<file path="src/rtl/vec_inst_issue.sv">
// Instruction-side sequencer: fetches slots from a small program buffer, decodes
// the halt word and strip-mines each instruction into lane-group issue beats.
//
// state    | meaning
// ---------+--------------------------------------------------------------
// S_IDLE   | waiting for start; program buffer writable
// S_FETCH  | inst_q <= buffer[pc]
// S_DECODE | zero word halts the run, otherwise begin issuing at beat 0
// S_ISSUE  | present beat, advance on valid & ready
// S_DONE   | one-cycle completion pulse
module vec_inst_issue #(
  parameter  int NUM_INST = 6,
  parameter  int INST_W   = 32,
  parameter  int VLEN     = 32,
  parameter  int VLANES   = 16,
  localparam int BEATS    = VLEN / VLANES,
  localparam int AW       = $clog2(NUM_INST),
  localparam int PCW      = AW + 1,
  localparam int LGW      = (BEATS > 1) ? $clog2(BEATS) : 1
) (
  input  logic              clk,
  input  logic              rst_n,
  input  logic              prog_we_i,
  input  logic [AW-1:0]     prog_addr_i,
  input  logic [INST_W-1:0] prog_data_i,
  input  logic              start_i,
  output logic              busy_o,
  output logic              done_o,
  output logic              inst_valid_o,
  input  logic              inst_ready_i,
  output logic [INST_W-1:0] inst_out_o,
  output logic [LGW-1:0]    lane_grp_o,
  output logic [PCW-1:0]    pc_o,
  output logic [2:0]        f_d_cycle_o
);

  typedef enum logic [2:0] {
    S_IDLE   = 3'd0,
    S_FETCH  = 3'd1,
    S_DECODE = 3'd2,
    S_ISSUE  = 3'd3,
    S_DONE   = 3'd4
  } state_t;

  localparam logic [LGW-1:0] LAST_BEAT = LGW'(BEATS - 1);
  localparam logic [PCW-1:0] LAST_PC   = PCW'(NUM_INST - 1);

  state_t              state_q, state_d;
  logic [PCW-1:0]      pc_q, pc_d;
  logic [INST_W-1:0]   inst_q, inst_d;
  logic [LGW-1:0]      beat_q, beat_d;
  logic [INST_W-1:0]   mem_q [NUM_INST];
  logic                xfer;
  logic                prog_wr;

  assign xfer    = (state_q == S_ISSUE) && inst_ready_i;
  // Out-of-range slot indexes are silently dropped rather than aliased.
  assign prog_wr = (state_q == S_IDLE) && prog_we_i &&
                   ({1'b0, prog_addr_i} < PCW'(NUM_INST));

  always_comb begin
    state_d = state_q;
    pc_d    = pc_q;
    inst_d  = inst_q;
    beat_d  = beat_q;
    case (state_q)
      S_IDLE: begin
        if (start_i) begin
          state_d = S_FETCH;
          pc_d    = '0;
        end
      end
      S_FETCH: begin
        inst_d  = mem_q[pc_q[AW-1:0]];
        state_d = S_DECODE;
      end
      S_DECODE: begin
        if (inst_q == '0) begin
          state_d = S_DONE;
        end else begin
          state_d = S_ISSUE;
          beat_d  = '0;
        end
      end
      S_ISSUE: begin
        if (xfer) begin
          if (beat_q != LAST_BEAT) begin
            beat_d = beat_q + 1'b1;
          end else if (pc_q == LAST_PC) begin
            state_d = S_DONE;
          end else begin
            pc_d    = pc_q + 1'b1;
            state_d = S_FETCH;
          end
        end
      end
      S_DONE:  state_d = S_IDLE;
      default: state_d = S_IDLE;
    endcase
  end

  always_ff @(posedge clk or negedge rst_n) begin
    if (!rst_n) begin
      state_q <= S_IDLE;
      pc_q    <= '0;
      inst_q  <= '0;
      beat_q  <= '0;
    end else begin
      state_q <= state_d;
      pc_q    <= pc_d;
      inst_q  <= inst_d;
      beat_q  <= beat_d;
    end
  end

  always_ff @(posedge clk or negedge rst_n) begin
    if (!rst_n) begin
      for (int i = 0; i < NUM_INST; i++) mem_q[i] <= '0;
    end else if (prog_wr) begin
      mem_q[prog_addr_i] <= prog_data_i;
    end
  end

  // All outputs decode from registered state; inst_ready_i reaches none of them.
  assign busy_o       = (state_q != S_IDLE);
  assign done_o       = (state_q == S_DONE);
  assign inst_valid_o = (state_q == S_ISSUE);
  assign inst_out_o   = inst_valid_o ? inst_q : '0;
  assign lane_grp_o   = inst_valid_o ? beat_q : '0;
  assign pc_o         = pc_q;
  assign f_d_cycle_o  = state_q;

endmodule

</file>
<file path="config.mk">
export PLATFORM = sky130hd
export DESIGN_NAME = vec_inst_issue
export DESIGN_NICKNAME = d
export VERILOG_FILES = /design/src/rtl/vec_inst_issue.sv
export SDC_FILE = /design/constraint.sdc
export NUM_CORES = 1
export LEC_CHECK = 0
export ABC_AREA = 1
export BUFFER_PORTS_ARGS = -buffer_cell sky130_fd_sc_hd__buf_2
export CAP_MARGIN = 10
export CORE_AREA = 3 3 169 171
export CTS_BUF_LIST = sky130_fd_sc_hd__clkbuf_8
export DETAILED_ROUTE_END_ITERATION = 7
export DIE_AREA = 0 0 172 174
export PLACE_DENSITY_LB_ADDON = 0.15
export SETUP_SLACK_MARGIN = 0.2
export SYNTH_ARGS = -nofsm -noshare
export SYNTH_HDL_FRONTEND = slang
export SYNTH_SLANG_ARGS = --single-unit
</file>
<file path="constraint.sdc">
create_clock -name clk -period 2 [get_ports clk]
set_clock_uncertainty 0.2 [all_clocks]
set_input_delay 0.4 -clock clk [delete_from_list [all_inputs] [get_ports clk]]
set_output_delay 0.4 -clock clk [all_outputs]
set_load 0.1 [all_outputs]
</file>
==> reports/qor.yml <==
run_status: "finished, violations left"
failing_checks: "negative setup slack"
antenna_violations_before_repair: 0
clkSlewWorstSetupHoldPaths_ps: 60
post-route-worst-setup-slack_ps: -514
synthTopCellsByArea: "dfrtp_1, nand2_1, o21ai_0, inv_1, a21oi_1"
post-route-util: 0.678
cts.htree.levels: 2
critPathKind: "reg -> reg"
initial_utilization: 0.400
ir_drop_v: 0.000671
groute.usage.overall: 0.268
relSlewSlack: 0.675
setup_crit_end_kind: "register"
postSynthNetCount: 1409
syn_avg_cell_area_sq_um: 7.91
finish.net_count: 1676
die_w_um: 172
dpl-instance-area_sq_um: 12700
setup.worst_path.start_class: "register"
port_buffer_count: 82
crit_required_ps: 2230
io_pins: 83
synth.cell_area_sq_um: 10800
tritonroute_pass_1_iters: 6
route.detailed.vias_per_inst: 5.44
buffer_cell_driving_the_clock_tree_root: "clkbuf_8"
layout_worst_path_cycle_share: 1.26
cts_tree: "built"
drtIter0Drc: 1026
max_freq_mhz: 398
syn2layout_area_growth_pct: 69.6
gpl.final_weighted_congestion: 0.795
yosysUniqueCellTypes: 25
dp_slack_ps: -44.2
timing.final.setup_violations: 269
first_global_vias: 10600
arrival_time_of_data_at_the_critical_path_endpoint_ps: 2740
maxSlewViolCount: 0
power_density_nw_per_um2: 1600
row_count: 60
postSynthRegisterBits: 232
cts_buffers: 41
cts.sink_count: 232
dp_hpwl_mm: 18.9
worst_hold_path_type: "in -> async"
post_synth_inst_count: 1367
period_needed_ps: 2510
clock_tree.buffer_depth: 3
clock_latency_ps: 560
postRouteAntennaNets: 0
die_area_sq_um: 29900
route.vias.total: 10900
max_cap_violations: 0
gr-total-overflow: 0
multi_input_area_sq_um: 5790
synth_area_leader_cell: "dfrtp_1"
synth_top_area_frac: 0.537
critical_path_peak_fanout: 7
finalHoldViolCount: 0
synth.yosys.seq_area_share: 0.537
grt_max_degree: 56
grt_first_pass_wirelength_mm: 62.0
wl_per_cell_um: 21.7
ys.warnings.count: 0
tightest_slew_ps: 488
finalInstanceArea_sq_um: 18300
dieHeight_um: 174
design.core.area_sq_um: 27000
layout_cells_sized_above_1: 0.432
drcViolationCount: 0
leakage_nw: 9.00
final.fill_count: 1906
wirelength_mm: 43.3
sequential_cell_area_sq_um: 5830
grt_setup_unrepaired: "true"
report_power, final:
group / total (mW) / internal, mW / switching, mW / leakage [nW]
clock: 4.23 / 2.23 / 1.99 / 0.440
sequential: 8.09 / 6.97 / 1.12 / 2.76
combinational: 17.0 / 6.79 / 10.2 / 5.80
final timing paths:
kind                                start          to  slack, ps  cells past startpoint
setup / recovery           f_d_cycle_o[1]  mem_q[135]       -510                     14
hold / removal                      rst_n  mem_q[102]        190                      2
setup reg to reg           f_d_cycle_o[1]  mem_q[135]       -510                     14
hold reg to reg                 mem_q[87]   mem_q[87]        280                      2
max in group asynchronous           rst_n  mem_q[140]        750                      3
min in group clk           prog_addr_i[1]   mem_q[80]        230                      4
cells in the final DEF, fill, tap and decap left out, types with 2 or more instances in the layout:
cell	Yosys	routed
a21oi_1	66	65
buf_12	0	82
buf_16	0	45
buf_2	21	38
buf_4	0	27
buf_6	0	56
buf_8	0	10
bufbuf_16	0	4
clkbuf_16	0	8
clkbuf_8	0	50
clkinv_2	0	5
clkinvlp_4	0	2
dfrtp_1	232	225
dfrtp_4	0	6
dlygate4sd3_1	0	35
ha_1	2	2
inv_1	204	212
inv_2	1	2
nand2_1	374	194
nand2_2	1	72
nand2_4	0	108
nand3_1	3	3
nand3_4	0	3
nor2_1	60	23
nor2_4	0	38
nor3_4	1	2
nor4_4	4	4
o211ai_1	32	32
o21ai_0	264	95
o21ai_1	30	51
o21ai_2	0	147
xor2_1	2	2
worst max-delay path: stages (launching register included):
cell and delay (ps):
dfrtp_4 480, buf_6 120, nor3_4 220, buf_6 160, nand2_8 50, buf_8 120
buf_6 120, buf_6 110, nor2_4 140, nand3_4 110, buf_12 180, buf_6 120
buf_8 140, nand2_4 50, o21ai_2 50
state kept, by name, summed over array words and instances, names as in the netlist:
name	count
mem_q	192
pc_o	4
f_d_cycle_o	3
inst_q	32
beat_q	1
area by class of cell:
type,count,share of cell area
multi-input combinational,847,0.316
inverter,207,0.0435
clock inverter,16,0.00348
antenna,1,0.000137
tap,341,0.0233
clock buffer,50,0.0375
sequential,232,0.318
timing repair buffer,305,0.258
per-layer routing:
layer,GRT usage,up-vias,routed length (um)
li1,-,4901,-
met1,0.355,5372,16900
met2,0.428,481,21100
met3,0.0694,129,3600
met4,0.0925,0,1720
met5,0,-,0
logic make-up after synthesis:
logic type / count (synthesis) / share of synthesized area
AO/OA/AOI/OAI: 393 / 0.189
buffers and inverters: 288 / 0.103
adder cells (fa/ha/maj): 2 / 0.00231
flip-flops: 232 / 0.537
XOR/XNOR: 2 / 0.00162
AND/OR/NAND/NOR: 450 / 0.167
Yosys cell counts:
cell and count:
nand3_2 3, a31oi_1 1, inv_1 204, nor3_4 1, nor3_1 2, clkinv_1 2
ha_1 2, o211ai_1 32, clkbuf_2 1, nand2_2 1, xor2_1 2, nand3_1 3
nand4_1 1, inv_2 1, clkbuf_1 56, buf_2 21, nor2_1 60, nand2_1 374
o21ai_0 264, dfrtp_1 232, nor2_2 1, nor4_4 4, o21ai_1 30, buf_1 3
a21oi_1 66
per-stage QoR:
stage | hold slack, ps | power, mW | instances | setup TNS (ps)
finish | 186 | 29.3 | 1999 | -91890
global route | 224 | 30.9 | 1998 | -106310
CTS | 185 | 26.7 | 1971 | -72500
detailed placement | 166 | 19.6 | 1749 | -227
global placement | 170 | 19.5 | 1749 | -7.12
floorplan | -95.6 | 15.9 | 1367 | -31930
what timing repair did:
item | in CTS | in global routing
resized for setup | 385 | 396
setup endpoints to repair | 256 | 274
pin swaps | 19 | 30
gates cloned | 48 | 10
endpoints found under the hold margin | 283 | 0
setup buffers | 73 | 17
hold buffers | 35 | 0
(Power assumes the default switching activity.)
